$ cat config.mk
export PLATFORM = sky130hd
export DESIGN_NAME = csa_cpa_resolve_flat
export DESIGN_NICKNAME = d
export VERILOG_FILES = /design/src/rtl/csa_cpa_resolve_if.sv /design/src/rtl/csa_cpa_resolve.sv /design/src/flat_wrapper.sv
export SDC_FILE = /design/constraint.sdc
export NUM_CORES = 1
export LEC_CHECK = 0
export ABC_CLOCK_PERIOD_IN_PS = 3000
export BUFFER_PORTS_ARGS = -buffer_cell sky130_fd_sc_hd__clkbuf_2
export CORE_ASPECT_RATIO = 1.2
export CORE_MARGIN = 2
export CORE_UTILIZATION = 54
export DETAILED_ROUTE_END_ITERATION = 8
export HOLD_SLACK_MARGIN = 0.08
export PLACE_DENSITY = 0.76
export SYNTH_ARGS = -nofsm -noshare
export SYNTH_HDL_FRONTEND = slang
export SYNTH_SLANG_ARGS = --single-unit
export TNS_END_PERCENT = 50
$ cat constraint.sdc
create_clock -name clk -period 3 [get_ports clk]
set_clock_uncertainty 0.1 [all_clocks]
set_input_delay 0.3 -clock clk [delete_from_list [all_inputs] [get_ports clk]]
set_output_delay 0.3 -clock clk [all_outputs]
set_load 0.1 [all_outputs]
$ cat src/rtl/csa_cpa_resolve_if.sv
// Handshake and data bundle for csa_cpa_resolve.
// slave: the resolver's view; master: the producer/consumer side that drives it.
interface csa_cpa_resolve_if #(
    parameter int S_WIDTH = 25,
    parameter int C_WIDTH = 26
);
    localparam int R_WIDTH = C_WIDTH + 1;

    logic               in_valid;
    logic               in_ready;
    logic [S_WIDTH:1]   s_in;
    logic [C_WIDTH:1]   c_in;
    logic               out_valid;
    logic               out_ready;
    logic [R_WIDTH:1]   sum_out;
    logic               busy;

    modport slave (
        input  in_valid, s_in, c_in, out_ready,
        output in_ready, out_valid, sum_out, busy
    );

    modport master (
        output in_valid, s_in, c_in, out_ready,
        input  in_ready, out_valid, sum_out, busy
    );
endinterface

$ cat src/rtl/csa_cpa_resolve.sv
// csa_cpa_resolve: iterative carry-propagate adder that collapses a carry-save
// (sum, carry) pair into one binary result, CHUNK bits per cycle through a
// registered carry. Optional feature macro: CSA_CPA_LSB_CHECK_EN adds lsb_err,
// which flags a set carry-vector LSB for the result being presented.
module csa_cpa_resolve #(
    parameter int S_WIDTH = 25,
    parameter int C_WIDTH = 26,
    parameter int CHUNK   = 8
) (
    input  logic                 clk,
    input  logic                 rst_n,
    csa_cpa_resolve_if.slave     bus
`ifdef CSA_CPA_LSB_CHECK_EN
    ,
    output logic                 lsb_err
`endif
);
    localparam int R_WIDTH  = C_WIDTH + 1;
    localparam int NCHK     = (C_WIDTH + CHUNK - 1) / CHUNK;
    localparam int PAD_W    = NCHK * CHUNK;
    localparam int LAST_W   = C_WIDTH - (NCHK - 1) * CHUNK;
    localparam int CNT_W    = (NCHK > 1) ? $clog2(NCHK) : 1;
    localparam logic [CNT_W-1:0] LAST_CNT = CNT_W'(NCHK - 1);

    typedef enum logic [1:0] {
        IDLE = 2'd0,
        ADD  = 2'd1,
        DONE = 2'd2
    } state_t;

    state_t             state_q;
    logic [PAD_W-1:0]   a_q;
    logic [PAD_W-1:0]   b_q;
    logic [R_WIDTH-1:0] sum_q;
    logic [R_WIDTH-1:0] sum_d;
    logic               carry_q;
    logic               carry_d;
    logic [CNT_W-1:0]   chunk_q;
    logic               out_valid_q;
    logic               busy_q;
    logic [CHUNK:0]     slice;
    logic               in_ready;
    logic               accept;
    logic               last_chunk;
`ifdef CSA_CPA_LSB_CHECK_EN
    logic               lsb_q;
`endif

    // Handshake decode: a finished result can be swapped for a new operand pair in one edge
    always_comb begin
        in_ready   = (state_q == IDLE) || ((state_q == DONE) && bus.out_ready);
        accept     = bus.in_valid && in_ready;
        last_chunk = (chunk_q == LAST_CNT);
    end

    // One slice of the carry-propagate add; operands are shifted down so the slice is always the low CHUNK bits
    always_comb begin
        int unsigned        base;
        logic [R_WIDTH-1:0] mask;
        logic [R_WIDTH-1:0] ins;
        slice   = {1'b0, a_q[CHUNK-1:0]} + {1'b0, b_q[CHUNK-1:0]} + {{CHUNK{1'b0}}, carry_q};
        // the last slice can be narrower, so its carry-out sits at bit LAST_W, not CHUNK
        carry_d = last_chunk ? slice[LAST_W] : slice[CHUNK];
        base    = 32'(chunk_q) * CHUNK;
        mask    = R_WIDTH'({CHUNK{1'b1}}) << base;
        ins     = R_WIDTH'(slice[CHUNK-1:0]) << base;
        sum_d   = (sum_q & ~mask) | ins;
        if (last_chunk) begin
            sum_d[C_WIDTH] = carry_d;
        end
    end

    // Control FSM, operand/carry datapath and registered outputs
    always_ff @(posedge clk or negedge rst_n) begin
        if (!rst_n) begin
            state_q     <= IDLE;
            a_q         <= '0;
            b_q         <= '0;
            sum_q       <= '0;
            carry_q     <= 1'b0;
            chunk_q     <= '0;
            out_valid_q <= 1'b0;
            busy_q      <= 1'b0;
`ifdef CSA_CPA_LSB_CHECK_EN
            lsb_q       <= 1'b0;
`endif
        end else begin
            case (state_q)
                ADD: begin
                    a_q     <= a_q >> CHUNK;
                    b_q     <= b_q >> CHUNK;
                    sum_q   <= sum_d;
                    carry_q <= carry_d;
                    if (last_chunk) begin
                        state_q     <= DONE;
                        out_valid_q <= 1'b1;
                        busy_q      <= 1'b0;
                    end else begin
                        chunk_q <= chunk_q + 1'b1;
                    end
                end
                DONE: begin
                    if (bus.out_ready && !accept) begin
                        state_q     <= IDLE;
                        out_valid_q <= 1'b0;
                    end
                end
                default: begin
                    state_q <= IDLE;
                end
            endcase
            // accept is only possible from IDLE or DONE, and overrides their default moves
            if (accept) begin
                state_q     <= ADD;
                a_q         <= PAD_W'(bus.s_in);
                b_q         <= PAD_W'(bus.c_in);
                carry_q     <= 1'b0;
                chunk_q     <= '0;
                out_valid_q <= 1'b0;
                busy_q      <= 1'b1;
`ifdef CSA_CPA_LSB_CHECK_EN
                lsb_q       <= bus.c_in[1];
`endif
            end
        end
    end

    assign bus.in_ready  = in_ready;
    assign bus.out_valid = out_valid_q;
    assign bus.sum_out   = sum_q;
    assign bus.busy      = busy_q;
`ifdef CSA_CPA_LSB_CHECK_EN
    assign lsb_err       = out_valid_q & lsb_q;
`endif

endmodule

$ cat src/flat_wrapper.sv
// flat-port wrapper written by rule: the top's interface ports become plain ports
module csa_cpa_resolve_flat 
#(
    parameter int S_WIDTH = 25,
    parameter int C_WIDTH = 26,
    parameter int CHUNK   = 8
)
  (clk, rst_n, bus_in_valid, bus_s_in, bus_c_in, bus_out_ready, bus_in_ready, bus_out_valid, bus_sum_out, bus_busy);
  csa_cpa_resolve_if #(.S_WIDTH(S_WIDTH), .C_WIDTH(C_WIDTH)) bus_i ();
  input  logic clk;
  input  logic rst_n;
  input wire logic [$bits(bus_i.in_valid)-1:0] bus_in_valid;
  input wire logic [$bits(bus_i.s_in)-1:0] bus_s_in;
  input wire logic [$bits(bus_i.c_in)-1:0] bus_c_in;
  input wire logic [$bits(bus_i.out_ready)-1:0] bus_out_ready;
  output wire logic [$bits(bus_i.in_ready)-1:0] bus_in_ready;
  output wire logic [$bits(bus_i.out_valid)-1:0] bus_out_valid;
  output wire logic [$bits(bus_i.sum_out)-1:0] bus_sum_out;
  output wire logic [$bits(bus_i.busy)-1:0] bus_busy;
  assign bus_i.in_valid = bus_in_valid;
  assign bus_i.s_in = bus_s_in;
  assign bus_i.c_in = bus_c_in;
  assign bus_i.out_ready = bus_out_ready;
  assign bus_in_ready = bus_i.in_ready;
  assign bus_out_valid = bus_i.out_valid;
  assign bus_sum_out = bus_i.sum_out;
  assign bus_busy = bus_i.busy;
  csa_cpa_resolve #(.S_WIDTH(S_WIDTH), .C_WIDTH(C_WIDTH), .CHUNK(CHUNK)) u_core (.clk(clk), .rst_n(rst_n), .bus(bus_i));
endmodule
==> impl_summary.log, run 1 <==
[metrics] ratio of final minimum period to clock period: 80.9%
[metrics] per-cell via count in the routed design: 5.36
[metrics] met2 track utilization from global routing: 41.9%
[metrics] Boundary Pins: 85
[metrics] Critical Path AT: 2.58 ns
[metrics] overall fraction of global-route tracks in use: 25.9%
[metrics] wire length per cell: 15.6 µm
[metrics] number of detailed-routing iterations run before antenna repair: 4
[metrics] number of distinct standard cells referenced by the synthesized netlist: 31
[metrics] root cell of the clock tree: sky130_fd_sc_hd__clkbuf_8
[metrics] CTS tree: built
[metrics] CTS resizes: 0
[metrics] Final Critical Period: 2.43 ns
[metrics] mean instance size in the synthesized netlist: 10.3 µm²
[metrics] clock edge transition at the registers on the reported setup and hold paths: 0.08 ns
[metrics] share of synthesized area occupied by flip-flops and latches: 53.5%
[metrics] GR met1 Demand/Resource: 33.5%
[metrics] Final Max Tran Viols: 0
[metrics] starting density of the core: 55.3%
[metrics] antenna violations before repair: 1
[metrics] Max-Slew Margin vs Limit: 31.4%
[metrics] number of nets in the synthesized netlist: 457
[metrics] Final Routed Wirelength: 9.53 mm
[metrics] worst-margin pin slew: 1.03 ns
[metrics] TritonCTS Buffers: 9
[metrics] Final GP Congestion: 0.885
[metrics] Rows: 34
[metrics] Iteration-0 DRC Markers: 140
[metrics] max-cap violations: 0
[metrics] Post-synth ARST share: 100%
[metrics] number of nets at the end of the flow: 585
[metrics] pin count of the biggest net entering global routing: 91
[metrics] number of sinks handled by clock tree synthesis: 85
[metrics] combined area of the multi-input logic cells: 0.00174 mm²
[metrics] Reg area: 0.00213 mm²
[metrics] height of the die: 98.0 µm
[metrics] Post-Synthesis Cell Area: 0.00398 mm²
[metrics] setup repair after global routing missed its margin: no
[metrics] Crit Path Category: flip-flop to flip-flop
[metrics] Die Footprint: 0.00807 mm²
[metrics] clock latency at the later pin of the worst-skew pair: 0.35 ns
[metrics] Post-DP HPWL: 6.03 mm
[metrics] highest fanout seen on the critical path: 3
[metrics] layout cell share with drive strength beyond 1: 19.8%
[metrics] Port Buffer Count: 84
[metrics] GR Overflow Total: 0
[metrics] crit path launch type: flip-flop
[metrics] Clock H-tree levels: 3
[metrics] number of warnings printed during yosys synthesis: 0
[metrics] Post-CTS Setup Inserts: 0
[metrics] GRT met3 Usage: 4.07%
[metrics] highest attainable clock frequency: 412 MHz
[metrics] top_reg_cell synth: sky130_fd_sc_hd__dfrtp_1
[metrics] DRT antenna net count: 0
[metrics] via count of the first global-routing pass: 3376
[metrics] final worst setup slack: 0.572 ns
[metrics] class of the tightest hold or removal check: primary input to flip-flop
[metrics] clk buf depth: 2
[metrics] Post-Syn Instances: 386
[metrics] drc violations: 0
[metrics] layout overhead on the synthesized area: 29.4%
[metrics] placed instance area: 0.00448 mm²
[metrics] filler cell count: 512
[metrics] result of the run: completed
[metrics] Die X-Extent: 82.4 µm
[metrics] pre-CTS setup slack: 0.585 ns
[metrics] required time worst endpoint: 3.15 ns
[metrics] total of flip-flops plus latches after synthesis: 85
[metrics] first-pass GRT wire length: 16.1 mm
[metrics] Final Setup Violations: 0
[metrics] number of endpoints with negative hold slack in the final report: 0
[metrics] busiest metal layer after global routing: met2
[metrics] count of flip-flops with a built-in enable after synthesis: 0
[metrics] final design area excluding fillers: 0.00515 mm²
[metrics] CP Capture Type: flip-flop
[metrics] core area: 0.00719 mm²
[metrics] number of buffers inserted by hold repair at cts: 51
[metrics] number of vias after detailed routing: 3267
[metrics] TNS Setup: 0 ns
cell type report:
| class | count | area share, % |
|---|---|---|
| clock inverters | 5 | 0.535 |
| flip-flops and latches | 85 | 41.3 |
| multi-input cells | 272 | 33.8 |
| well taps | 90 | 2.19 |
| inverters | 9 | 0.656 |
| repair buffers | 137 | 18.9 |
| clock buffers | 11 | 2.55 |
| diodes | 1 | 0.0486 |
metal layers:
metal | vias up | part of all wire (%)
li1 | 1587 | -
met1 | 1568 | 41
met2 | 91 | 51
met3 | 21 | 4.5
met4 | 0 | 2.9
met5 | - | 0
sequential cells by signal (all words and copies together), names as in the netlist:
| register | flops |
|---|---|
| u_core.carry_q | 1 |
| u_core.state_q | 2 |
| u_core.chunk_q | 2 |
| u_core.bus.sum_out | 27 |
| u_core.b_q | 26 |
| u_core.bus.busy | 1 |
| u_core.bus.out_valid | 1 |
| u_core.a_q | 25 |
final timing paths:
kind / startpoint / endpoint / slack (ns) / depth (start not counted)
min in group asynchronous: rst_n / u_core.bus.sum_out[22]$_DFFE_PN0P_ / 0.54 / 2
worst max-delay path: u_core.carry_q$_DFFE_PN0P_ / u_core.bus.sum_out[23]$_DFFE_PN0P_ / 0.57 / 8
worst min-delay path: bus_c_in[10] / u_core.b_q[10]$_DFFE_PN0P_ / 0.09 / 3
worst max register to register: u_core.carry_q$_DFFE_PN0P_ / u_core.bus.sum_out[23]$_DFFE_PN0P_ / 0.57 / 8
max in group asynchronous: rst_n / u_core.b_q[4]$_DFFE_PN0P_ / 1.57 / 2
worst min register to register: u_core.bus.sum_out[26]$_DFFE_PN0P_ / u_core.bus.sum_out[26]$_DFFE_PN0P_ / 0.38 / 2
critical path, cell delays in order (launching register included):
cell                      delay [ns]
sky130_fd_sc_hd__dfrtp_1        0.40
sky130_fd_sc_hd__fa_1           0.48
sky130_fd_sc_hd__inv_1          0.10
sky130_fd_sc_hd__fa_1           0.25
sky130_fd_sc_hd__nor2b_4        0.05
sky130_fd_sc_hd__o31a_1         0.27
sky130_fd_sc_hd__o21a_1         0.19
sky130_fd_sc_hd__o21a_1         0.20
sky130_fd_sc_hd__o31ai_1        0.27
logic make-up after synthesis:
family                   synth area share, %
adder cells (fa/ha/maj)                 5.41
XOR/XNOR                                1.10
AND/OR/NAND/NOR                         14.5
flip-flops                              53.5
buffers and inverters                   2.92
AO/OA/AOI/OAI                           13.6
multiplexers                            9.06
Yosys cell counts (5+ instances only):
master                     number  area share (%)
sky130_fd_sc_hd__o21ai_0       47             5.9
sky130_fd_sc_hd__nor2_1         9            0.85
sky130_fd_sc_hd__mux2i_1       36             9.1
sky130_fd_sc_hd__nand3_1        5            0.63
sky130_fd_sc_hd__nand2_1       89             8.4
sky130_fd_sc_hd__buf_2          6            0.75
sky130_fd_sc_hd__a21oi_1        7            0.88
sky130_fd_sc_hd__a22o_1        15             3.3
sky130_fd_sc_hd__nand3b_1      16             3.0
sky130_fd_sc_hd__clkbuf_1      14             1.3
sky130_fd_sc_hd__inv_1          9            0.85
sky130_fd_sc_hd__dfrtp_1       85              53
sky130_fd_sc_hd__ha_1          14             4.4
sky130_fd_sc_hd__xnor2_1        5             1.1
per-stage QoR:
stage	hold slack (ns)	util, %	cells
CTS	0.0854	71.6	609
finish	0.0856	71.6	610
global placement	0.363	62.3	542
floorplan	-0.0956	-	386
global route	0.114	71.6	610
detailed placement	0.375	62.3	542
layout by cell type (no fill, tap or decap), types with 4 or more instances in the layout:
cell type / instances
sky130_fd_sc_hd__nand3_1: 5
sky130_fd_sc_hd__xnor2_1: 5
sky130_fd_sc_hd__inv_1: 9
sky130_fd_sc_hd__clkbuf_2: 83
sky130_fd_sc_hd__o21ai_0: 47
sky130_fd_sc_hd__nand3b_1: 16
sky130_fd_sc_hd__nor2_1: 9
sky130_fd_sc_hd__nand2_1: 89
sky130_fd_sc_hd__clkbuf_8: 9
sky130_fd_sc_hd__clkinv_2: 4
sky130_fd_sc_hd__ha_1: 13
sky130_fd_sc_hd__dfrtp_1: 85
sky130_fd_sc_hd__a22o_1: 15
sky130_fd_sc_hd__dlygate4sd3_1: 51
sky130_fd_sc_hd__mux2i_1: 36
sky130_fd_sc_hd__a21oi_1: 7
Power of run 1 is left out: the tool's default activity adds up to more than one toggle a clock period on the data nets, which glitch-free logic cannot reach.
==> inputs of run 2 (changes only) <==
--- a/config.mk
+++ b/config.mk
@@ -5,14 +5,14 @@
 export SDC_FILE = /design/constraint.sdc
 export NUM_CORES = 1
 export LEC_CHECK = 0
-export ABC_CLOCK_PERIOD_IN_PS = 3000
+export ABC_CLOCK_PERIOD_IN_PS = 2100
 export BUFFER_PORTS_ARGS = -buffer_cell sky130_fd_sc_hd__clkbuf_2
 export CORE_ASPECT_RATIO = 1.2
 export CORE_MARGIN = 2
-export CORE_UTILIZATION = 54
+export CORE_UTILIZATION = 49
 export DETAILED_ROUTE_END_ITERATION = 8
 export HOLD_SLACK_MARGIN = 0.08
-export PLACE_DENSITY = 0.76
+export PLACE_DENSITY = 0.73
 export SYNTH_ARGS = -nofsm -noshare
 export SYNTH_HDL_FRONTEND = slang
 export SYNTH_SLANG_ARGS = --single-unit
==> constraint.sdc (replaced) <==
create_clock -name clk -period 2.1 [get_ports clk]
set_clock_uncertainty 0.1 [all_clocks]
set_input_delay 0.21 -clock clk [delete_from_list [all_inputs] [get_ports clk]]
set_output_delay 0.21 -clock clk [all_outputs]
set_load 0.1 [all_outputs]
==> impl_summary.log, run 2 (same netlist as run 1, synthesis figures left out) <==
[metrics] Largest register FFs: 27 (unchanged)
[metrics] final design area excluding fillers: 0.00535 mm² (+3.8%)
[metrics] ratio of final minimum period to clock period: 106% (+25 points)
[metrics] clock latency at the later pin of the worst-skew pair: 0.35 ns (about the same)
[metrics] clock edge transition at the registers on the reported setup and hold paths: 0.08 ns (about the same)
[metrics] instance count after placement with tap cells included: 556 (+2.6%)
[metrics] Port Buffer Count: 84 (unchanged)
[metrics] worst hold path startpoint: bus_in_valid
[metrics] DRT antenna net count: 0 (unchanged)
[metrics] first-pass GRT wire length: 15.8 mm (-2.1%)
[metrics] Final Setup Violations: 5 (+5)
[metrics] wire length per cell: 15.6 µm (+0.22%)
[metrics] required time worst endpoint: 2.26 ns (-0.89 ns)
[metrics] final worst setup slack: -0.135 ns (-0.706 ns)
[metrics] startpoint of the worst-slack reg-to-reg timing path: u_core.a_q[0]$_DFFE_PN0P_
[metrics] crit path launch type: flip-flop
[metrics] clk buf depth: 2 (unchanged)
[metrics] Final GP Congestion: 0.849 (-4.0%)
[metrics] Critical Path AT: 2.39 ns (-0.19 ns)
[metrics] Max-Slew Margin vs Limit: 57.9% (+27 points)
[metrics] pin count of the biggest net entering global routing: 50 (-45%)
[metrics] commonest non-fill, non-tap cell in the layout: sky130_fd_sc_hd__nand2_1
[metrics] end of the worst register-to-register path: u_core.bus.sum_out[15]$_DFFE_PN0P_
[metrics] number of nets at the end of the flow: 598 (+2.2%)
[metrics] class of the tightest hold or removal check: primary input to flip-flop
[metrics] starting density of the core: 49.6% (-5.7 points)
[metrics] endpoint of the worst hold path: u_core.state_q[0]$_DFFE_PN0P_
[metrics] drc violations: 0 (unchanged)
[metrics] highest metal layer with signal wires: met4
[metrics] Final Critical Period: 2.23 ns (-0.194 ns)
[metrics] setup slack on the worst flop-to-flop path: -0.13 ns (-0.71 ns)
[metrics] layout cell share with drive strength beyond 1: 23.3% (+3.5 points)
[metrics] Rows: 36 (+5.9%)
[metrics] Met1 Routed Length: 4.20 mm (+6.8%)
[metrics] pre-CTS setup slack: -0.105 ns (-0.689 ns)
[metrics] placed instance area: 0.00458 mm² (+2.3%)
[metrics] number of cells on the worst hold path: 4 (+1)
[metrics] TritonCTS Buffers: 9 (unchanged)
[metrics] GR Overflow Total: 0 (unchanged)
[metrics] Antenna Cells: 0 (-1)
[metrics] Final Routed Wirelength: 9.81 mm (+3.0%)
[metrics] met3 routed WL: 431 µm (+0.70%)
[metrics] Die Footprint: 0.00886 mm² (+9.7%)
[metrics] root cell of the clock tree: sky130_fd_sc_hd__clkbuf_8
[metrics] number of endpoints with negative hold slack in the final report: 0 (unchanged)
[metrics] setup repair after global routing missed its margin: yes
[metrics] max-cap violations: 0 (unchanged)
[metrics] CTS tree: built
[metrics] CP Capture Type: flip-flop
[metrics] Cell Count, Final, Fillers Out: 627 (+2.8%)
[metrics] worst-margin pin slew: 0.631 ns (-0.398 ns)
[metrics] Iteration-0 DRC Markers: 193 (+38%)
[metrics] number of sinks handled by clock tree synthesis: 85 (unchanged)
[metrics] Post-DP HPWL: 6.26 mm (+3.8%)
[metrics] worst-path cell chain: fa_2 > inv_2 > fa_2 > nor2b_4 > o31a_1 > o21a_1 > o21a_1 > o31ai_1
[metrics] number of vias after detailed routing: 3358 (+2.8%)
[metrics] via count of the first global-routing pass: 3228 (-4.4%)
[metrics] Die X-Extent: 86.3 µm (+4.7%)
[metrics] layout overhead on the synthesized area: 34.3%
[metrics] height of the die: 103 µm (+4.8%)
[metrics] highest attainable clock frequency: 448 MHz (+8.7%)
[metrics] Clock H-tree levels: 3 (unchanged)
[metrics] failing checks: negative setup slack
[metrics] result of the run: complete, but fails checks
[metrics] antenna violations before repair: 0 (-1)
[metrics] core area: 0.00802 mm² (+12%)
[metrics] CP peak stage delay: 0.41 ns (-0.07 ns)
[metrics] highest fanout seen on the critical path: 3 (unchanged)
[metrics] logic depth of the worst register-to-register path: 8 (unchanged)
[metrics] Final Max Tran Viols: 0 (unchanged)
[metrics] number of detailed-routing iterations run before antenna repair: 4 (unchanged)
[metrics] commonest cells after routing, fill and taps aside: sky130_fd_sc_hd__nand2_1, sky130_fd_sc_hd__dfrtp_1, sky130_fd_sc_hd__clkbuf_2, sky130_fd_sc_hd__dlygate4sd3_1, sky130_fd_sc_hd__o21ai_0
[metrics] cell with the biggest individual delay on the critical path: sky130_fd_sc_hd__dfrtp_1
[metrics] overall fraction of global-route tracks in use: 22.8% (-3.1 points)
[metrics] per-cell via count in the routed design: 5.36 (about the same)
[metrics] Crit Path Category: flip-flop to flip-flop
[metrics] detailed route wirelength on metal2: 5.02 mm (+2.6%)
[metrics] Boundary Pins: 85 (unchanged)
run 2: worst max path at each step:
stage | startpoint | endpoint | slack (ns) | cells after the start
2_1_floorplan | u_core.a_q[0]$_DFFE_PN0P_ | u_core.bus.sum_out[7]$_DFFE_PN0P_ | -0.03 | 8
3_3_place_gp | u_core.a_q[0]$_DFFE_PN0P_ | u_core.bus.sum_out[7]$_DFFE_PN0P_ | -0.06 | 8
3_5_place_dp | u_core.a_q[0]$_DFFE_PN0P_ | u_core.bus.sum_out[23]$_DFFE_PN0P_ | -0.10 | 8
4_1_cts | u_core.a_q[0]$_DFFE_PN0P_ | u_core.bus.sum_out[23]$_DFFE_PN0P_ | -0.13 | 8
5_1_grt | u_core.a_q[0]$_DFFE_PN0P_ | u_core.bus.sum_out[15]$_DFFE_PN0P_ | -0.23 | 8
6_report | u_core.a_q[0]$_DFFE_PN0P_ | u_core.bus.sum_out[15]$_DFFE_PN0P_ | -0.13 | 8
run 2: per-stage QoR:
step	hold slack [ns]	util, %	setup TNS [ns]
CTS	0.196	66.1	-0.352
finish	0.206	66.7	-0.508
global route	0.238	66.7	-0.981
detailed placement	0.172	57.1	-0.279
global placement	0.166	57.1	-0.178
floorplan	-0.186	-	-0.0594
run 2: layer usage:
metal	up-vias	GRT usage [%]
met5	-	0
met3	11	3.28
met1	1629	30.4
li1	1612	-
met2	106	38.6
met4	0	8.17
run 2: layout make-up:
cell class	count	area, µm²
fill	616	2670
sequential	85	2130
multi-input combinational	272	1770
timing repair buffer	150	1100
clock buffer	9	124
tap	95	119
clock inverter	7	66.3
inverter	9	33.8
run 2: worst max-delay path, delay by kind of cell, from the launching register on:
family / cells / cell delay (ns)
flip-flops: 1 / 0.41
AO/OA/AOI/OAI: 4 / 0.90
adder cells (fa/ha/maj): 2 / 0.63
AND/OR/NAND/NOR: 1 / 0.05
buffers and inverters: 1 / 0.06
run 2: what timing repair did:
action,4_1_cts,5_1_grt
hold buffers,53,0
gates cloned,0,0
setup buffers,0,2
endpoints found under the hold margin,99,0
pin swaps,0,4
gates resized for setup,0,7
setup endpoints to repair,3,11
Power of run 2 is left out for the same reason.
